## config.mk

```make
export PLATFORM = sky130hd
export DESIGN_NAME = conv_chan_sched
export DESIGN_NICKNAME = d
export VERILOG_FILES = /design/src/rtl/npu_pkg.sv /design/src/rtl/conv_chan_sched.sv
export SDC_FILE = /design/constraint.sdc
export NUM_CORES = 1
export LEC_CHECK = 0
export CORE_MARGIN = 3
export CORE_UTILIZATION = 44
export CTS_BUF_LIST = sky130_fd_sc_hd__clkbuf_16
export CTS_CLUSTER_DIAMETER = 50
export DETAILED_ROUTE_END_ITERATION = 8
export GPL_TIMING_DRIVEN = 0
export PLACE_DENSITY = 0.66
export SYNTH_ARGS = -nofsm -noshare
export SYNTH_HDL_FRONTEND = slang
export SYNTH_SLANG_ARGS = --single-unit
```

## constraint.sdc

```tcl
create_clock -name clk -period 2.1 [get_ports clk]
set_clock_uncertainty 0.15 [all_clocks]
set_input_delay 0.315 -clock clk [delete_from_list [all_inputs] [get_ports clk]]
set_output_delay 0.315 -clock clk [all_outputs]
set_load 0.03 [all_outputs]
```

## src/rtl/npu_pkg.sv

```systemverilog
// Shared NPU definitions: channel index width, scheduler state encoding,
// scheduler parameter defaults and the channel-count clamp helper.
package npu_pkg;

   // Width of every channel index in the conv1 -> conv2 datapath
   localparam int CHAN_W      = 4;

   // Scheduler parameter defaults
   localparam int CHAN_DEF    = 10;
   localparam int TIMEOUT_DEF = 1023;
   localparam int TO_W_DEF    = 10;

   // Channel scheduler states
   typedef enum logic [2:0] {
      S_IDLE  = 3'd0,
      S_CLR   = 3'd1,
      S_ISSUE = 3'd2,
      S_WAIT  = 3'd3,
      S_ACC   = 3'd4,
      S_FIN   = 3'd5
   } sched_state_t;

   // A requested channel count of zero or above the per-image maximum falls
   // back to the full per-image channel count.
   function automatic logic [CHAN_W-1:0] clamp_nchan(
      input logic [CHAN_W-1:0] cfg,
      input logic [CHAN_W-1:0] max_chan
   );
      logic [CHAN_W-1:0] res;
      if ((cfg == {CHAN_W{1'b0}}) || (cfg > max_chan)) begin
         res = max_chan;
      end else begin
         res = cfg;
      end
      return res;
   endfunction

endpackage

```

## src/rtl/conv_chan_sched.sv

```systemverilog
// Channel scheduler for the conv1 -> conv2 datapath. Issues one trigger per
// output channel, waits for the tagged stage-2 result, strobes the channel-sum
// buffer and reports busy / done / sticky error to the NPU sequencer.
module conv_chan_sched
   import npu_pkg::*;
#(
   parameter int CHAN    = CHAN_DEF,
   parameter int TIMEOUT = TIMEOUT_DEF,
   parameter int TO_W    = TO_W_DEF
) (
   input  logic              clk,
   input  logic              rst_n,
   input  logic              start,
   input  logic [CHAN_W-1:0] cfg_nchan,
   output logic              conv_trig,
   output logic [CHAN_W-1:0] conv_chan,
   input  logic              res_valid,
   input  logic [CHAN_W-1:0] res_chan,
   output logic              acc_clr,
   output logic              acc_en,
   output logic              busy,
   output logic              done,
   output logic              err
);

   localparam logic [CHAN_W-1:0] CHAN_MAX  = CHAN_W'(CHAN);
   localparam logic [CHAN_W-1:0] CHAN_ZERO = CHAN_W'(0);
   localparam logic [CHAN_W-1:0] CHAN_ONE  = CHAN_W'(1);
   localparam logic [TO_W-1:0]   TO_ZERO   = TO_W'(0);
   localparam logic [TO_W-1:0]   TO_ONE    = TO_W'(1);
   // Counter value in the last WAIT cycle allowed before the timeout fires;
   // the counter reaches TIMEOUT on the edge that ends that cycle.
   localparam logic [TO_W-1:0]   TO_LAST   = TO_W'(TIMEOUT - 1);

   sched_state_t      state_q,     state_d;
   logic [CHAN_W-1:0] nchan_q,     nchan_d;
   logic [CHAN_W-1:0] conv_chan_q, conv_chan_d;
   logic [TO_W-1:0]   cnt_q,       cnt_d;
   logic              err_q,       err_d;
   logic              conv_trig_q, conv_trig_d;
   logic              acc_clr_q,   acc_clr_d;
   logic              acc_en_q,    acc_en_d;
   logic              busy_q,      busy_d;
   logic              done_q,      done_d;

   // Next-state, counters and sticky error for the scheduler FSM
   always_comb begin
      state_d     = state_q;
      nchan_d     = nchan_q;
      conv_chan_d = conv_chan_q;
      cnt_d       = cnt_q;
      err_d       = err_q;
      case (state_q)
         S_IDLE: begin
            if (start) begin
               nchan_d     = clamp_nchan(cfg_nchan, CHAN_MAX);
               err_d       = 1'b0;
               conv_chan_d = CHAN_ZERO;
               state_d     = S_CLR;
            end else begin
               state_d     = S_IDLE;
            end
         end
         S_CLR: begin
            conv_chan_d = CHAN_ZERO;
            state_d     = S_ISSUE;
         end
         S_ISSUE: begin
            cnt_d   = TO_ZERO;
            state_d = S_WAIT;
         end
         S_WAIT: begin
            cnt_d = cnt_q + TO_ONE;
            // A result arriving in the final allowed cycle still wins over the timeout
            if (res_valid) begin
               if (res_chan == conv_chan_q) begin
                  state_d = S_ACC;
               end else begin
                  err_d   = 1'b1;
                  state_d = S_IDLE;
               end
            end else if (cnt_q == TO_LAST) begin
               err_d   = 1'b1;
               state_d = S_IDLE;
            end else begin
               state_d = S_WAIT;
            end
         end
         S_ACC: begin
            if (conv_chan_q == (nchan_q - CHAN_ONE)) begin
               state_d = S_FIN;
            end else begin
               conv_chan_d = conv_chan_q + CHAN_ONE;
               state_d     = S_ISSUE;
            end
         end
         S_FIN: begin
            state_d = S_IDLE;
         end
         default: begin
            state_d = S_IDLE;
         end
      endcase
   end

   // Strobes are decoded from the next state so the registered copies line up
   // exactly with the state they belong to
   always_comb begin
      conv_trig_d = 1'b0;
      acc_clr_d   = 1'b0;
      acc_en_d    = 1'b0;
      done_d      = 1'b0;
      busy_d      = 1'b1;
      case (state_d)
         S_IDLE:  busy_d      = 1'b0;
         S_CLR:   acc_clr_d   = 1'b1;
         S_ISSUE: conv_trig_d = 1'b1;
         S_WAIT:  busy_d      = 1'b1;
         S_ACC:   acc_en_d    = 1'b1;
         S_FIN:   done_d      = 1'b1;
         default: busy_d      = 1'b0;
      endcase
   end

   // State, counters and registered outputs with synchronous active-low reset
   always_ff @(posedge clk) begin
      if (!rst_n) begin
         state_q     <= S_IDLE;
         nchan_q     <= CHAN_MAX;
         conv_chan_q <= CHAN_ZERO;
         cnt_q       <= TO_ZERO;
         err_q       <= 1'b0;
         conv_trig_q <= 1'b0;
         acc_clr_q   <= 1'b0;
         acc_en_q    <= 1'b0;
         busy_q      <= 1'b0;
         done_q      <= 1'b0;
      end else begin
         state_q     <= state_d;
         nchan_q     <= nchan_d;
         conv_chan_q <= conv_chan_d;
         cnt_q       <= cnt_d;
         err_q       <= err_d;
         conv_trig_q <= conv_trig_d;
         acc_clr_q   <= acc_clr_d;
         acc_en_q    <= acc_en_d;
         busy_q      <= busy_d;
         done_q      <= done_d;
      end
   end

   assign conv_trig = conv_trig_q;
   assign conv_chan = conv_chan_q;
   assign acc_clr   = acc_clr_q;
   assign acc_en    = acc_en_q;
   assign busy      = busy_q;
   assign done      = done_q;
   assign err       = err_q;

endmodule
```

==> metrics.md <==
| Metric | Value |
|---|---|
| Root Buffer | `clkbuf_16` |
| Leading cell types in the layout, fill and taps excluded | `27 x dfxtp_1, 21 x clkdlybuf4s50_1, 17 x nand2_1, 12 x a21oi_1` |
| Layout cells sized above 1 | `9.14%` |
| Average routed wire per standard cell | `12.9 microns` |
| # hold bufs at CTS | `0` |
| Crit path to | `conv_trig` |
| TritonCTS clock tree | `done` |
| Worst path required time | `2.11 ns` |
| Asr flop ratio synth | `0%` |
| Vias in the first global route | `1211` |
| EDFF count, synth | `0` |
| Final HPWL DP | `2.41 mm` |
| Nets | `214` |
| Worst path depth | `6` |
| Ant diodes | `0` |
| Htree depth | `1` |
| Post-CTS Resized | `0` |
| Crit Path Class | `reg2reg` |
| TritonRoute pass-1 iters | `4` |
| Clock latency at the later pin of the worst-skew pair | `0.26 ns` |
| Min-Delay Path Class | `reg2reg` |
| Max Slew Vio Count | `0` |
| Setup repair after global routing missed its margin | `no` |
| CORE AREA | `3150 sq um` |
| Flop-to-flop setup slack | `0.09 ns` |
| Synth cell types | `47` |
| Slew margin rel. | `54.0%` |
| Area of the multi-input gates | `883 sq um` |
| Final cell count without fillers | `241` |
| Seq/Total Area, Yosys | `36.2%` |
| Max Cap Viol | `0` |
| Die Wd | `64.2 microns` |
| Synthesis-to-layout area growth | `23.1%` |
| Site Rows | `20` |
| Reg2reg end | `conv_trig` |
| Clk sinks | `27` |
| Total wire length | `3.12 mm` |
| Antenna Violating Nets Remaining | `0` |
| Critical R2R Launch | `cnt_q[0]` |
| Initial core utilization | `47.3%` |
| Num CTS Buffers | `3` |
| Tcrit/Tclk final | `95.6%` |
| CP max FO | `6` |
| Syn nets | `188` |
| Initial DRC count | `94` |
| Critical path's slowest cell | `dfxtp_1` |
| I/O pins | `22` |
| Most used cell, CP | `a31o_2` |
| Peak VDD IR | `0.273 mV` |
| Commonest non-fill, non-tap cell in the layout | `dfxtp_1` |
| Layout fillers | `298` |
| R2R cell count | `6` |
| Critical path's top delay family | `compound AO/OA/AOI/OAI gates` |
| Synth Cell Area | `1490 sq um` |
| Pin count of the biggest net entering global routing | `15` |
| Post-synth top flop | `dfxtp_1` |
| LEAKAGE | `0.667 nW` |
| GRT Overall Usage | `16.6%` |
| Dpl cells | `237` |
| Setup Viol. Count Final | `0` |
| # DRC | `0` |
| CP cell instances | `inv_1 > ha_1 > and4_1 > a31o_2 > a31o_2 > a2111oi_4` |
| Crit path arrival time | `2.02 ns` |
| Worst-case clock buffer depth | `2` |
| Global-route wire length before repair | `5.49 mm` |
| Global route overflow | `0` |
| Vias | `1298` |
| Clock transition at path regs | `0.07 ns` |
| Placer Congestion | `0.755` |
| Number of buffers added on ports | `21` |
| Final Power | `1.24 mW` |
| Vias per cell | `5.39` |
| Crit-path max cell delay | `0.42 ns` |
| Register area | `541 sq um` |
| Post-Syn Instances | `172` |
| Yosys synthesis warning count | `0` |
| Startpoint types | `flip-flop` |
| Endpoint class of the critical path | `flip-flop` |
| Post-CTS Setup Inserts | `0` |
| Initial antenna violation count | `0` |
| Yosys reg bits | `27` |
| Crit path launch | `cnt_q[0]` |
| Final hold vios | `0` |
| Chip Height | `64.2 microns` |
| CP bufs+invs | `1` |
| PD cells | `673 nW/um^2` |
| Fmax | `0.498 GHz` |
| Worst-Margin Slew | `0.685 ns` |
| Synthesized area per cell | `8.68 sq um` |
| Die area | `4130 sq um` |
| Minimum clock period | `2.01 ns` |
| Status | `finished clean` |
## registers in the layout, indices dropped and copies added, names as in the netlist
| signal | flops |
|---|---|
| done | 1 |
| state_q | 3 |
| conv_trig | 1 |
| conv_chan | 4 |
| acc_clr | 1 |
| err | 1 |
| acc_en | 1 |
| nchan_q | 4 |
| cnt_q | 10 |
| busy | 1 |
## cell type report
class	instances	area share (%)
timing repair buffer	21	11.4
inverter	7	1.43
buffer	9	2.32
clock buffer	3	4.09
sequential	27	29.4
clock inverter	1	0.204
multi-input combinational	129	48.1
tap	44	3.00
## layer usage
metal  vias to the layer above  wire length [microns]  GRT usage (%)
li1                        669                      -              -
met1                       601                   1540           22.9
met2                        22                   1440           25.9
met3                         6                    111           3.34
met4                         0                     30           5.28
met5                         -                      0              0
## worst min-delay path: stages, from the launching register on
cell,delay (ns)
dfxtp_1,0.32
inv_1,0.05
a21oi_1,0.05
## metrics by stage
step	utilization [%]	setup WS (ns)	setup TNS [ns]	hold WS [ns]	area, sq um
final	58.3	0.0914	0	0.315	1840
after global routing	58.3	0.00770	0	0.338	1840
after CTS	58.3	0.0913	0	0.322	1840
after detailed placement	55.8	-0.0163	-0.0163	0.307	1760
after global placement	55.8	0.00154	0	0.300	1760
after floorplan	-	0.247	0	0.309	1490
## synth_stat cells (2+ instances only)
cell | count | area share [%]
nand2_1 | 17 | 4.3
nand3_1 | 4 | 1.3
xnor2_1 | 8 | 4.7
nor3_1 | 9 | 3.0
o31a_1 | 3 | 1.8
mux2i_1 | 4 | 2.7
clkbuf_1 | 4 | 1.0
inv_1 | 7 | 1.8
o21ai_0 | 6 | 2.0
a31oi_1 | 4 | 1.7
nor2_1 | 9 | 2.3
or2_2 | 2 | 0.84
dfxtp_1 | 27 | 36
or3_1 | 3 | 1.3
and4_1 | 2 | 1.2
o21a_1 | 4 | 2.0
buf_2 | 4 | 1.3
nand4_1 | 2 | 0.84
a211oi_1 | 2 | 1.0
a211o_1 | 2 | 1.2
a21o_1 | 2 | 1.0
and2_1 | 2 | 0.84
ha_1 | 4 | 3.4
a31o_2 | 2 | 1.2
or3b_1 | 2 | 1.2
a21oi_1 | 12 | 4.0
o211ai_1 | 2 | 1.0
nand2b_1 | 4 | 1.7
## where the power goes
group	internal [mW]	switching, mW	total [mW]
clock network	0.255	0.175	0.430
registers	0.534	0.0159	0.550
logic	0.115	0.142	0.256
total	0.903	0.333	1.24
## kinds of logic (layout without fill, tap and decap cells)
kind of cell | Yosys count | after routing | synth area share [%]
AO/OA/AOI/OAI | 46 | 46 | 22.5
XOR/XNOR | 10 | 10 | 6.87
adder cells (fa/ha/maj) | 4 | 4 | 3.35
buffers and inverters | 16 | 41 | 4.61
flip-flops | 27 | 27 | 36.2
multiplexers | 4 | 4 | 2.68
AND/OR/NAND/NOR | 65 | 65 | 23.8
## worst min-delay path by stage
stage / cells after the start / slack, ns / from / endpoint
3_3_place_gp: 2 / 0.30 / err / err
3_5_place_dp: 2 / 0.31 / err / err
2_1_floorplan: 2 / 0.31 / cnt_q[9] / cnt_q[9]
5_1_grt: 2 / 0.34 / err / err
4_1_cts: 2 / 0.32 / err / err
6_report: 2 / 0.31 / err / err
(Power assumes the default switching activity.)
==> patch 1, RTL diff (same settings) <==
The 6 states of `sched_state_t` get a Gray code encoding in 3 bits.
--- a/src/rtl/npu_pkg.sv
+++ b/src/rtl/npu_pkg.sv
@@ -12,12 +12,12 @@
 
    // Channel scheduler states
    typedef enum logic [2:0] {
-      S_IDLE  = 3'd0,
-      S_CLR   = 3'd1,
-      S_ISSUE = 3'd2,
-      S_WAIT  = 3'd3,
-      S_ACC   = 3'd4,
-      S_FIN   = 3'd5
+      S_IDLE  = 3'b000,
+      S_CLR   = 3'b001,
+      S_ISSUE = 3'b011,
+      S_WAIT  = 3'b010,
+      S_ACC   = 3'b110,
+      S_FIN   = 3'b111
    } sched_state_t;
 
    // A requested channel count of zero or above the per-image maximum falls
Formal check against the unedited RTL: same outputs for any inputs over 10 cycles, from zero or initial values and one cycle with rst_n low; not proved beyond that.
==> patch 1 against the original RTL <==
Wire length is 4.4% lower; synthesized area is 7.4% lower; synthesized cell count is 9.9% lower; critical path depth is 1 higher; sequential cell count stayed put; final cell count is 6.2% lower; total power is 5.3% lower; final area is 2.9% lower; setup slack worse by 0.048 ns; sequential share of layout area is 1.4 points higher.
==> patch 1: results (changes against the original RTL) <==
Outcome
  • Outcome: finished, final reports clean (unchanged)

Power and ir drop
  • Comb pwr share: 16.7% (was 20.7%)
  • Pint: 0.000875 W (was 0.000903 W)
  • Clk pwr: 0.000429 W (was 0.000430 W)
  • Leak: 0.662 nW (was 0.667 nW)
  • Peak supply drop: 314 uV (was 273 uV)

Setup path
  • CP max stage cell: or4_4 (was dfxtp_1)
  • Crit path max fanout: 5 (was 6)
  • Crit-path leading delay family: simple AND/OR/NAND/NOR gates (was compound AO/OA/AOI/OAI gates)
  • Crit path DAT: 2.04 ns (was 2.02 ns)
  • Worst setup path start: nchan_q[1] (was cnt_q[0])
  • R2R Setup Slk: 0.04 ns (was 0.09 ns)
  • Worst R2R End: conv_chan[3] (was conv_trig)
  • Max incr delay on CP: 0.57 ns (was 0.42 ns)

Drt
  • DR iter-0 viols: 44 (was 94)
  • Wl on met1: 1.49 mm (was 1.54 mm)
  • Detailed-routed wire length on met2: 1.37 mm (was 1.44 mm)
  • Metal3 WL: 89 um (was 111 um)
  • Via/cell ratio: 5.34 (was 5.39)
  • Total wire length: 2.98 mm (was 3.12 mm)
  • Drt first pass iters: 4 (unchanged)

Global route
  • Initial antenna violation count: 0 (unchanged)
  • Met2 usage: 27.5% (was 25.9%)
  • Pin count of the biggest net entering global routing: 15 (unchanged)
  • First-pass GRT wire length: 4.80 mm (was 5.49 mm)
  • Vias in the first global route: 1,105 (was 1,211)
  • M3 GR Usage: 3.72% (was 3.34%)
  • Tot GR Track Use: 17.1% (was 16.6%)
  • Met1 Use GR: 22.4% (was 22.9%)

Logic synthesis
  • Yosys Warn Count: 0 (unchanged)
  • Net Count, Synth: 171 (was 188)
  • Synth top cells by count: dfxtp_1 (27), o21ai_0 (13), nand2_1 (11), nor2_1 (11) (was dfxtp_1 (27), nand2_1 (17), a21oi_1 (12))
  • Synth area leaders: dfxtp_1 (39%), o21ai_0 (4.7%), xnor2_1 (4.4%), ha_1 (3.6%), and2_1 (3.2%) (was dfxtp_1 (36%), xnor2_1 (4.7%), nand2_1 (4.3%), a21oi_1 (4.0%), ha_1 (3.4%))
  • Post-synthesis sequential area ratio: 39.1% (was 36.2%)
  • Share of the synthesized area in the top cell type: 39.1% (was 36.2%)
  • Synth unique cells: 45 (was 47)

Placement
  • IO Port Bufs: 21 (unchanged)
  • Placer Congestion: 0.791 (was 0.755)
  • Post-DP HPWL: 2.14 mm (was 2.41 mm)
  • Place WS: -0.140 ns (was -0.0163 ns)

Layout
  • Layout cells sized above 1: 10.9% (was 9.14%)
  • NumNets Final: 201 (was 214)
  • Inserted Diodes: 0 (unchanged)

Timing
  • Worst hold slack: 0.334 ns (was 0.315 ns)
  • Max-Slew Margin vs Limit: 66.8% (was 54.0%)
  • Final worst path period need: 2.06 ns (was 2.01 ns)

Min path
  • Hold Path End: err (unchanged)
  • Hold Path Class: flip-flop to flip-flop (unchanged)

CTS
  • Clk slew on worst S/H paths: 0.07 ns (about the same)
-- patch 1: cell count changes after synthesis, sizes merged, moves of 4 or more --
| cell | unedited run | this run |
|---|---|---|
| buf | 5 | 1 |
| a21oi | 12 | 5 |
| o21ai | 6 | 15 |
| nor3 | 10 | 4 |
| nand2 | 17 | 11 |
| and2 | 2 | 8 |
-- patch 1: timing repair --
action | in CTS | in global routing
pin swaps | 4 | 3
gates resized for setup | 6 | 4
setup buffers | 3 | 1
endpoints found under the setup margin | 5 | 3
-- patch 1: stage by stage --
step | utilization (%) | power, W | setup TNS, ns | cell area [um2] | cells
floorplan | - | 0.000678 | 0 | 1380 | 155
global placement | 57.2 | 0.000741 | -0.530 | 1650 | 218
detailed placement | 57.2 | 0.000745 | -0.592 | 1650 | 218
CTS | 61.1 | 0.00117 | 0 | 1760 | 225
global route | 62.0 | 0.00122 | -0.105 | 1780 | 226
finish | 62.0 | 0.00117 | 0 | 1780 | 226
-- patch 1: final cells by class --
| type | count | area [um2] |
|---|---|---|
| repair buffers | 25 | 240 |
| fillers | 269 | 1090 |
| flip-flops and latches | 27 | 549 |
| multi-input cells | 119 | 825 |
| clock inverters | 1 | 3.75 |
| clock buffers | 3 | 75.1 |
| inverters | 4 | 15.0 |
| well taps | 42 | 52.6 |
| plain buffers | 5 | 22.5 |
-- patch 1: logic make-up (layout without fill, tap and decap cells) --
group / count (synthesis) / count (layout) / share of synthesized area (%)
AO/OA/AOI/OAI: 40 / 40 / 19.4
buffers and inverters: 9 / 38 / 2.53
XOR/XNOR: 12 / 12 / 9.23
multiplexers: 1 / 1 / 0.724
flip-flops: 27 / 27 / 39.1
AND/OR/NAND/NOR: 62 / 62 / 25.4
adder cells (fa/ha/maj): 4 / 4 / 3.62
==> patch 2, RTL diff (same settings) <==
Without the edit above. Set the package constant `CHAN_W` to 6 (it was 4).
--- a/src/rtl/npu_pkg.sv
+++ b/src/rtl/npu_pkg.sv
@@ -3,7 +3,7 @@
 package npu_pkg;
 
    // Width of every channel index in the conv1 -> conv2 datapath
-   localparam int CHAN_W      = 4;
+   localparam int CHAN_W      = 6;
 
    // Scheduler parameter defaults
    localparam int CHAN_DEF    = 10;
Ports: changed (resized cfg_nchan, conv_chan and res_chan); port bits go from 22 to 28. No check against the original RTL was run, so the function may have changed too.
==> patch 2 against the original RTL <==
Sequential cell count up 4; total power rose by 18%; hold slack got worse by 0.055 ns; core utilization grew 0.77 points; wire length up 17%; setup slack better by 0.0041 ns; sequential share of layout area is 1.1 points lower; final area rose by 19%; global-route usage up 1.0 points; clock power up 52%; sequential power increased by 12%; synthesized area grew 16%; critical path type unchanged; largest cell class unchanged.
==> patch 2: results (changes against the original RTL) <==
Logic synthesis
  • Synth area leaders: dfxtp_1 (36%), xnor2_1 (5.6%), a21oi_1 (4.3%), nand2_1 (4.3%), nor2_1 (3.9%) (was dfxtp_1 (36%), xnor2_1 (4.7%), nand2_1 (4.3%), a21oi_1 (4.0%), ha_1 (3.4%))
  • Net Count, Synth: 225 (was 188)
  • Synth top cells by count: dfxtp_1 (31), nand2_1 (20), nor2_1 (18) (was dfxtp_1 (27), nand2_1 (17), a21oi_1 (12))
  • Synth Area in Adders: 2.90% (was 3.35%)
  • Post-synthesis sequential area ratio: 35.9% (was 36.2%)
  • Post-synthesis xor/xnor area fraction: 9.12% (was 6.87%)
  • Complex-gate fraction of the synthesized area: 18.2% (was 22.5%)
  • Mux contribution to synthesized area: 0.579% (was 2.68%)

Power and ir drop
  • Leak: 0.811 nW (was 0.667 nW)
  • Peak supply drop: 481 uV (was 273 uV)

CTS
  • Clk slew on worst S/H paths: 0.05 ns (was 0.07 ns)
  • CTS Buf Count: 5 (was 3)

Drt
  • Via/cell ratio: 5.21 (was 5.39)
  • Total wire length: 3.65 mm (was 3.12 mm)
  • DR iter-0 viols: 87 (was 94)

Layout
  • NumNets Final: 258 (was 214)
  • Layout cells sized above 1: 12.6% (was 9.14%)
  • FILL cells: 364 (was 298)

Setup path
  • Crit path DAT: 2.06 ns (was 2.02 ns)
  • FF-to-FF path depth: 7 (was 6)
  • Worst R2R End: conv_chan[3] (was conv_trig)
  • R2r startpoint: nchan_q[0] (was cnt_q[0])

Outcome
  • Outcome: finished, final reports clean (unchanged)

Timing
  • Max-Slew Margin vs Limit: 66.6% (was 54.0%)
  • Worst hold slack: 0.260 ns (was 0.315 ns)
  • Final worst path period need: 2.00 ns (was 2.01 ns)

Global route
  • Vias in the first global route: 1,357 (was 1,211)
  • Pin count of the biggest net entering global routing: 11 (was 15)
  • Tot GR Track Use: 17.7% (was 16.6%)

Min path
  • Hold_sp: rst_n (was err)
  • Hold Path End: nchan_q[3] (was err)

Placement
  • Placer Congestion: 0.821 (was 0.755)
  • IO Port Bufs: 26 (was 21)
  • Post-DP HPWL: 2.73 mm (was 2.41 mm)
==> patch 2: cells by family after synthesis <==
| group | after synthesis |
|---|---|
| simple gates | 91 |
| compound gates | 42 |
| flops | 31 |
| xor+xnor | 18 |
| buf+inv | 18 |
| fa+ha+maj | 4 |
| mux | 1 |
==> patch 2: through the flow <==
| step | util (%) | power (W) | setup slack [ns] | std cells | area, um2 |
|---|---|---|---|---|---|
| 3_3_place_gp | 55.1 | 0.000816 | -0.0513 | 279 | 2050 |
| 4_1_cts | 58.7 | 0.00148 | -0.00771 | 286 | 2180 |
| 6_report | 59.0 | 0.00146 | 0.0955 | 286 | 2190 |
| 5_1_grt | 59.0 | 0.00152 | 0.00499 | 286 | 2190 |
| 3_5_place_dp | 55.1 | 0.000817 | -0.0453 | 279 | 2050 |
| 2_1_floorplan | - | 0.000746 | 0.209 | 205 | 1730 |
==> patch 2: how the worst max path moves through the flow <==
stage | end | slack, ns | cells after the start
floorplan | conv_chan[5] | 0.21 | 7
global placement | acc_en | -0.05 | 6
detailed placement | acc_en | -0.05 | 6
finish | conv_chan[3] | 0.1 | 7
CTS | state_q[1] | -0.008 | 8
global route | acc_en | 0.005 | 7
==> patch 2: power breakdown <==
part / internal [W] / switching, W
registers: 0.000604 / 0.0000140
logic: 0.0000854 / 0.000104
clock network: 0.000424 / 0.000228
total: 0.00111 / 0.000345
==> patch 2: area by class of cell <==
| cell class | count | area share [%] |
|---|---|---|
| Multi-Input combinational cell | 156 | 47.0 |
| Sequential cell | 31 | 28.4 |
| Timing Repair Buffer | 26 | 11.9 |
| Clock buffer | 5 | 5.70 |
| Tap cell | 48 | 2.74 |
| Buffer | 9 | 2.40 |
| Inverter | 9 | 1.54 |
| Clock inverter | 2 | 0.399 |
==> patch 2: what timing repair did <==
action,CTS,global route
gates resized for setup,0,3
setup endpoints to repair,1,11
setup buffers,0,0
pin swaps,0,3
==> patch 2: per-layer routing <==
| layer | global-route usage [%] | share of wire, % |
|---|---|---|
| met4 | 6.20 | 1.6 |
| met5 | 0 | 0 |
| met2 | 27.2 | 43 |
| met3 | 4.38 | 4.1 |
| met1 | 23.8 | 51 |
==> patch 2: worst max-delay path: stages, from the launching register on <==
cell and delay, ns:
dfxtp_2 0.37, inv_1 0.06, ha_2 0.21, xnor2_1 0.15
o211ai_2 0.32, a31oi_4 0.18, a2111o_1 0.45, o21ai_2 0.06
